<file path="config.mk">
export PLATFORM = sky130hd
export DESIGN_NAME = uart_tx_feeder
export DESIGN_NICKNAME = d
export VERILOG_FILES = /design/src/rtl/uart_tx_feeder.sv
export SDC_FILE = /design/constraint.sdc
export NUM_CORES = 1
export LEC_CHECK = 0
export ABC_CLOCK_PERIOD_IN_PS = 2600
export CAP_MARGIN = 20
export CORE_MARGIN = 2
export CORE_UTILIZATION = 45
export CTS_CLUSTER_DIAMETER = 50
export DETAILED_ROUTE_END_ITERATION = 16
export DONT_BUFFER_PORTS = 1
export SYNTH_ARGS = -nofsm -noshare
export SYNTH_HDL_FRONTEND = slang
export SYNTH_SLANG_ARGS = --single-unit
</file>
<file path="constraint.sdc">
create_clock -name i_clk -period 2.6 [get_ports i_clk]
set_input_delay 0.26 -clock i_clk [delete_from_list [all_inputs] [get_ports i_clk]]
set_output_delay 0.26 -clock i_clk [all_outputs]
set_load 0.02 [all_outputs]
</file>
<file path="src/rtl/uart_tx_feeder.sv">
// Byte FIFO plus transmit sequencer feeding a Uart8 transmitter one frame per byte.
// The head byte stays in the FIFO until its frame is done, so txByte never changes mid-frame.
`timescale 1ns/1ps
module uart_tx_feeder #(
    parameter int DEPTH  = 16,
    parameter int ADDR_W = $clog2(DEPTH)
) (
    input  logic              i_clk,
    input  logic              i_reset,
    input  logic              i_enable,
    input  logic              i_wrEn,
    input  logic [7:0]        i_wrData,
    output logic              o_full,
    output logic              o_empty,
    output logic [ADDR_W:0]   o_count,
    output logic              o_overflow,
    output logic              o_txEn,
    output logic              o_txStart,
    output logic [7:0]        o_txByte,
    input  logic              i_txBusy,
    input  logic              i_txDone,
    output logic              o_sent
);

    typedef enum logic [1:0] {IDLE, START, WAIT_DONE, GAP} state_t;

    state_t            r_state, w_state_nxt;
    logic [7:0]        r_mem [DEPTH];
    logic [ADDR_W-1:0] r_wptr, r_rptr;
    logic [ADDR_W:0]   r_count;
    logic              r_overflow, r_txEn, r_txStart, r_sent, r_done_q;
    logic [7:0]        r_txByte;

    logic w_full, w_empty, w_doneRise, w_push, w_pop, w_load, w_txStart_nxt;

    assign w_full     = (r_count == (ADDR_W+1)'(DEPTH));
    assign w_empty    = (r_count == '0);
    assign w_doneRise = i_txDone & ~r_done_q;
    // A pop in the same edge frees a slot, so a push into a full FIFO still lands.
    assign w_push     = i_wrEn & (~w_full | w_pop);

    always_comb begin
        w_state_nxt   = r_state;
        w_txStart_nxt = 1'b0;
        w_load        = 1'b0;
        w_pop         = 1'b0;
        case (r_state)
            IDLE: begin
                if (i_enable && !w_empty && !i_txBusy) begin
                    w_state_nxt   = START;
                    w_txStart_nxt = 1'b1;
                    w_load        = 1'b1;
                end
            end
            START: begin
                // txBusy wins over a simultaneous enable drop: the frame has begun.
                if (i_txBusy) begin
                    w_state_nxt = WAIT_DONE;
                end else if (!i_enable) begin
                    w_state_nxt = IDLE;
                end else begin
                    w_txStart_nxt = 1'b1;
                end
            end
            WAIT_DONE: begin
                if (w_doneRise) begin
                    w_pop       = 1'b1;
                    w_state_nxt = GAP;
                end
            end
            GAP:     w_state_nxt = IDLE;
            default: w_state_nxt = IDLE;
        endcase
    end

    always_ff @(posedge i_clk) begin
        if (i_reset) begin
            r_state    <= IDLE;
            r_wptr     <= '0;
            r_rptr     <= '0;
            r_count    <= '0;
            r_overflow <= 1'b0;
            r_txEn     <= 1'b0;
            r_txStart  <= 1'b0;
            r_txByte   <= 8'h00;
            r_sent     <= 1'b0;
            r_done_q   <= 1'b0;
        end else begin
            r_state    <= w_state_nxt;
            r_txEn     <= i_enable;
            r_txStart  <= w_txStart_nxt;
            r_sent     <= w_pop;
            r_done_q   <= i_txDone;
            r_overflow <= i_wrEn & w_full & ~w_pop;
            if (w_load) r_txByte <= r_mem[r_rptr];
            if (w_push) r_wptr <= r_wptr + 1'b1;
            if (w_pop)  r_rptr <= r_rptr + 1'b1;
            case ({w_push, w_pop})
                2'b10:   r_count <= r_count + 1'b1;
                2'b01:   r_count <= r_count - 1'b1;
                default: r_count <= r_count;
            endcase
        end
    end

    // Storage needs no reset; occupancy is tracked by the pointers and count.
    always_ff @(posedge i_clk) begin
        if (!i_reset && w_push) r_mem[r_wptr] <= i_wrData;
    end

    assign o_full     = w_full;
    assign o_empty    = w_empty;
    assign o_count    = r_count;
    assign o_overflow = r_overflow;
    assign o_txEn     = r_txEn;
    assign o_txStart  = r_txStart;
    assign o_txByte   = r_txByte;
    assign o_sent     = r_sent;

endmodule

</file>
Word-level counts from Yosys, hierarchy flattened

Memory sizes are Yosys's and may differ from the RTL's. A register that Yosys moved wholly into a read port is not among the register bits.
Index checks and enable logic that the tools add are counted.

Equality and inequality tests: 9
Reductions and logical operators: 10
Muxes and demuxes: 15
Bitwise operators: 8
$add $sub $neg: 4

Operators by type and width:

| cell                  | number |
|---|---|
| $pmux W5 S2           | 1 |
| $add A4 B1 Y4 const B | 2 |
| $mux W1               | 8 |
| $mux W2               | 4 |
| $pmux W2 S4           | 1 |
| $eq A2 B2 Y1 const B  | 3 |
| $add A5 B1 Y5 const B | 1 |
| $eq A5 B5 Y1 const B  | 1 |
| $logic_not A5 Y1      | 1 |
| $sub A5 B1 Y5 const B | 1 |
| $and A1 B1 Y1         | 4 |
| $eq A2 B1 Y1 const B  | 2 |
| $ne A2 B2 Y1 const B  | 2 |
| $logic_and A1 B1 Y1   | 3 |
| $logic_not A1 Y1      | 3 |
| $ne A3 B3 Y1 const B  | 1 |
| $not A1 Y1            | 3 |
| $reduce_and A3 Y1     | 1 |
| $logic_not A2 Y1      | 1 |
| $pmux W1 S2           | 1 |
| $reduce_bool A2 Y1    | 1 |
| $or A1 B1 Y1          | 1 |

Register bits after elaboration: 20
Memories: 1
RAM bits: 128
Output and inout bits: 19
Bits of input ports: 14

Memory list:

| name  | words | bits a word | rd ports | clocked after Yosys merged registers in | wr ports | line | source |
|---|---|---|---|---|---|---|---|
| r_mem | 16    | 8           | 1        | 1                                       | 1        | 28   | `logic [7:0] r_mem [DEPTH];` |

Depth between registers and ports, before layout

Gate-level depths: netlist of the first run.

Depth in word-level cells: 9
Mapped depth: 9
Gate-level depth less buffers: 8

Worst setup path after synthesis of the first run

OpenSTA, ideal clock, no wires.

Path type: register to register
From: register r_state[0]
To: memory r_mem[0][0] (enable)
Path buffers: 1
Slack: 0.424 ns
Data arrival time: 1.792 ns
Stages on the path, launching flop included: 6
Setup time: 0.383 ns
Period minus slack after synthesis: 2.176 ns
Cells stage by stage: dfxtp_1 nand4bb_1 clkbuf_1 a31oi_1 nand2_1 nor3_1

Cells in the longest elaborated chain, start to end: 7

RTL lines:

| element                       | line | source |
|---|---|---|
| start: declaration            | 27   | `state_t r_state, w_state_nxt;` |
| start signal: assignment      | 89   | `r_state <= w_state_nxt;` |
| $eq A2 B2 Y1                  | 47   | `case (r_state)` |
| $mux W1                       | 47   |  |
| $or A1 B1 Y1                  | 40   | `assign w_push = i_wrEn & (~w_full \| w_pop);` |
| $and A1 B1 Y1                 | 40   |  |
| $logic_and A1 B1 Y1           | 108  | `if (!i_reset && w_push) r_mem[r_wptr] <= i_wrData;` |
| $mux W1                       | 108  |  |
| $mux W1 (not written as such) | 108  |  |
| end: declaration              | 28   |  |

No other way between the ends.

Worst setup path after layout of the first run

From: register r_state[0]
To: register r_count[4], in the netlist o_count[4]

Cells in the longest elaborated chain, start to end: 6
Elaborated cells between the ends (all ways): 8
Classes of those cells: eq/ne (3); mux (2); bitwise (2); reduce/logical (1)

RTL lines:

| element                                           | line | source |
|---|---|---|
| $eq A2 B2 Y1 *                                    | 47   |  |
| $mux W1 *                                         | 47   |  |
| $or A1 B1 Y1                                      | 40   |  |
| $and A1 B1 Y1                                     | 40   |  |
| $eq A2 B1 Y1 or $eq A2 B2 Y1 (tied branches)      | 98   | `case ({w_push, w_pop})` |
| $pmux W5 S2 or $reduce_bool A2 Y1 (tied branches) | n/a  |  |
| end signal: assignment                            | 99   | `2'b10: r_count <= r_count + 1'b1;` |
| end signal: assignment                            | 100  | `2'b01: r_count <= r_count - 1'b1;` |
| end signal: assignment                            | 101  | `default: r_count <= r_count;` |
| end: declaration                                  | 30   | `logic [ADDR_W:0] r_count;` |

Every way passes the cells marked *; elsewhere a longest branch is shown, timed or not.
A chain may end at the register's enable or synchronous reset.

==> flow_metrics.py, run 1 <==
metrics = {
    "detailed_routing": {
        "drc": 0,
        "wl_per_cell_um": 21.0,
        "routed_wl_um": 12200,
        "via_count": 3272,
        "vias_per_cell": 5.61,
        "drtPass1Iterations": 6,
        "dr.first_iter.drc_count": 194,
        "ant_nets": 0,
    },
    "layout": {
        "layout_commonest_cell": "edfxtp_1",
        "multiInputGateArea_um2": 1770,
        "nNetsFinal": 414,
        "nFillCells": 1146,
        "drive_gt1_share_pct": 21.3,
        "final-instance-count-excl-fill": 583,
        "layout_common_cells": "128 x edfxtp_1, 35 x nor2_1, 28 x dfxtp_1",
        "insertedDiodeCount": 0,
        "synthToLayoutAreaGrowth_pct": 16.1,
        "ff_latch_area_um2": 4400,
        "finalInstanceArea_um2": 7340,
    },
    "timing": {
        "max-slew-margin-rel_pct": 44.3,
        "fin_crit_sh_pct": 88.4,
        "finalMaxSlewViolations": 0,
        "rsz0062_at_grt": "false",
        "setup_ws_ns": 0.302,
        "max_freq_mhz": 435,
        "finalSetupViolCount": 0,
        "tightest_slew_ns": 0.834,
        "skew_ns": 0.00466,
        "min_period_ns": 2.30,
        "final_hold_viol_count": 0,
        "tns_ns": 0,
    },
    "floorplanning": {
        "core_area_um2": 13800,
        "ios": 33,
        "dieArea_um2": 15000,
        "die_y_um": 123,
        "rows": 43,
        "start_util_pct": 45.9,
        "die_x_um": 123,
    },
    "worst_hold_path": {
        "worstHoldStart": "i_reset",
        "hold_depth": 2,
        "min_path_type": "input port to flop",
        "holdPathEnd": "o_overflow$_SDFF_PP0_",
    },
    "logic_synthesis": {
        "synth-compound-area-share_pct": 4.28,
        "syn-mean-instance-area_um2": 17.7,
        "synthArstFlopShare_pct": 0,
        "ys_types": 44,
        "synth-edff-count": 128,
        "post_synth_inst_count": 358,
        "synth_xor_area_share_pct": 0.832,
        "yosys_most_used_dff": "edfxtp_1",
        "synth_area_um2": 6320,
        "synth-simple-area-share_pct": 6.14,
        "synth_top_family_by_area": "multiplexers",
        "synth_nets": 379,
        "yosys-mux-area-fraction_pct": 15.3,
        "ys_ff_latch": 156,
        "synth.yosys.seq_area_share_pct": 69.7,
        "synth-adder-area-share_pct": 1.39,
        "yosys_warnings": 0,
    },
    "worst_setup_path": {
        "ff2ff_path_depth": 8,
        "cp_slowest_cell": "and4bb_2",
        "r2r_slack_ns": 0.30,
        "worstPathArrival_ns": 2.60,
        "required_ns": 2.90,
        "worstSetupPathType": "flop to flop",
        "cp_cell_sequence": "and4bb_2 > nand2_1 > xnor2_1 > ha_1 > nor3_1 > nor2_1 > o32a_1 > mux2_2",
        "r2r-start": "r_state[0]$_SDFFE_PP0P_",
        "path_max_fanout": 8,
        "endpoint_kind": "flop",
        "critPathMaxStageDelay_ns": 0.44,
        "start_kind": "flop",
        "r2r-end": "o_count[4]$_SDFFE_PP0P_",
    },
    "cts": {
        "cts_tree": "built",
        "cts_buffer_depth": 2,
        "clk_latency_ns": 0.42,
        "cts_sinks": 156,
        "postCtsSetupRepairBufs": 0,
        "clk_pin_slew_worst_paths_ns": 0.06,
        "cts_made_buffers": 17,
        "root_buffer": "clkbuf_16",
        "htreeDepth": 4,
    },
    "pwr": {
        "p_int_uw": 4300,
        "peakVddDrop_mv": 0.562,
        "swShare_pct": 20.2,
        "power_frac_seq_pct": 51.6,
        "powerDensity_nw_per_um2": 734,
        "p_leak_uw": 0.00238,
        "p_clk_share_pct": 44.8,
        "power.share.combinational_pct": 3.6,
        "switchingPower_uw": 1090,
        "total_power_uw": 5390,
    },
    "run_status": {
        "status": "completed",
    },
    "placed_design": {
        "gp_congestion": 0.799,
        "place_ws_ns": 0.333,
        "hpwl_um": 7460,
        "dpl_cell_area_um2": 6630,
        "io_buffers": 0,
        "dp.cells": 541,
    },
    "global_routing": {
        "grtUsageTotal_pct": 18.0,
        "grt_pass1_vias": 3365,
        "grt_pass1_wl_um": 18800,
        "antenna_found_initial": 0,
        "grt_max_degree": 33,
        "grt_overflow": 0,
    },
    "flow_run": {
        "max_cap_violations": 0,
    },
}
registers in the layout, summed over array words and instances, names as in the netlist, named ones only:
register,cells
r_state,1
r_rptr,4
o_txStart,1
o_overflow,1
r_wptr,4
o_sent,1
o_count,5
o_txEn,1
r_mem,128
r_done_q,1
o_txByte,8
per-stage QoR:
stage	hold slack [ns]	utilization, %
floorplan	0.359	-
global placement	0.333	48.2
detailed placement	0.334	48.2
CTS	0.0105	53.3
global route	0.0301	53.3
finish	0.0354	53.3
worst max-delay path by stage:
stage / startpoint / endpoint / slack (ns) / depth (start not counted)
final: r_state[0]$_SDFFE_PP0P_ / o_count[4]$_SDFFE_PP0P_ / 0.30 / 8
after global routing: r_state[0]$_SDFFE_PP0P_ / o_count[4]$_SDFFE_PP0P_ / 0.16 / 8
after CTS: r_state[0]$_SDFFE_PP0P_ / o_count[4]$_SDFFE_PP0P_ / 0.33 / 8
after detailed placement: r_state[0]$_SDFFE_PP0P_ / o_count[4]$_SDFFE_PP0P_ / 0.33 / 8
after global placement: r_state[0]$_SDFFE_PP0P_ / o_count[4]$_SDFFE_PP0P_ / 0.41 / 8
after floorplan: r_state[0]$_SDFFE_PP0P_ / r_mem[0][0]$_DFFE_PP_ / 0.42 / 5
synthesized netlist by cell type (3+ instances only):
master	instances	area share, %
clkbuf_1	10	0.59
mux2_2	10	1.8
nor2b_1	3	0.30
a31oi_1	5	0.49
mux4_1	12	5.0
a221o_1	8	1.3
nor2_1	35	2.1
xnor2_1	4	0.55
nor3_1	9	0.71
edfxtp_1	128	61
mux2i_1	9	1.4
mux4_2	20	7.1
nand2b_1	3	0.30
buf_2	4	0.32
nand3_1	3	0.24
nand2_1	13	0.77
dfxtp_1	28	8.9
a21oi_1	7	0.55
inv_1	8	0.48
o21ai_0	4	0.32
ha_1	7	1.4
power groups by stage:
stage	clock network (uW)	logic, uW	registers, uW
final	2410	192	2780
after global routing	2580	213	2780
after CTS	2460	194	2780
after detailed placement	0	147	2830
after global placement	0	144	2830
after floorplan	0	124	2820
critical path, delay by kind of cell, from the launching register on:
family	cells	cell delay, ns
fa+ha+maj	1	0.24
simple gates	4	0.87
xor+xnor	1	0.16
mux	1	0.27
flops	1	0.34
compound gates	1	0.29
metal layers:
layer	GRT usage (%)	wire (um)	vias to the layer above
met1	21.5	5120	1691
met2	30.0	6220	71
li1	-	-	1499
met5	0	0	-
met4	5.53	136	0
met3	7.20	762	11
repair_timing:
action,4_1_cts,5_1_grt
endpoints found under the setup margin,0,0
resized for setup,0,0
hold buffers,13,0
hold endpoints to repair,146,0
area by class of cell:
cell class | instances | area share, %
multi-input combinational | 174 | 24.1
tap | 180 | 3.07
timing repair buffer | 35 | 4.54
sequential | 156 | 60.0
clock inverter | 12 | 2.03
clock buffer | 17 | 5.80
inverter | 9 | 0.460
kinds of logic after synthesis:
group / count (synthesis)
adders and majority gates: 7
and+or+nand+nor: 76
DFF: 156
buffers and inverters: 28
xor gates and xnor gates: 6
muxes: 51
AOI/OAI and AO/OA: 34
Note: power is estimated with default switching activity, not from simulation.
==> inputs of run 2 (changes only) <==
--- a/config.mk
+++ b/config.mk
@@ -12,6 +12,7 @@
 export CTS_CLUSTER_DIAMETER = 50
 export DETAILED_ROUTE_END_ITERATION = 16
 export DONT_BUFFER_PORTS = 1
+export GPL_ROUTABILITY_DRIVEN = 0
 export SYNTH_ARGS = -nofsm -noshare
 export SYNTH_HDL_FRONTEND = slang
 export SYNTH_SLANG_ARGS = --single-unit
==> results of run 2 <==
Final layout, timing and power as in run 1 (identical DEF).
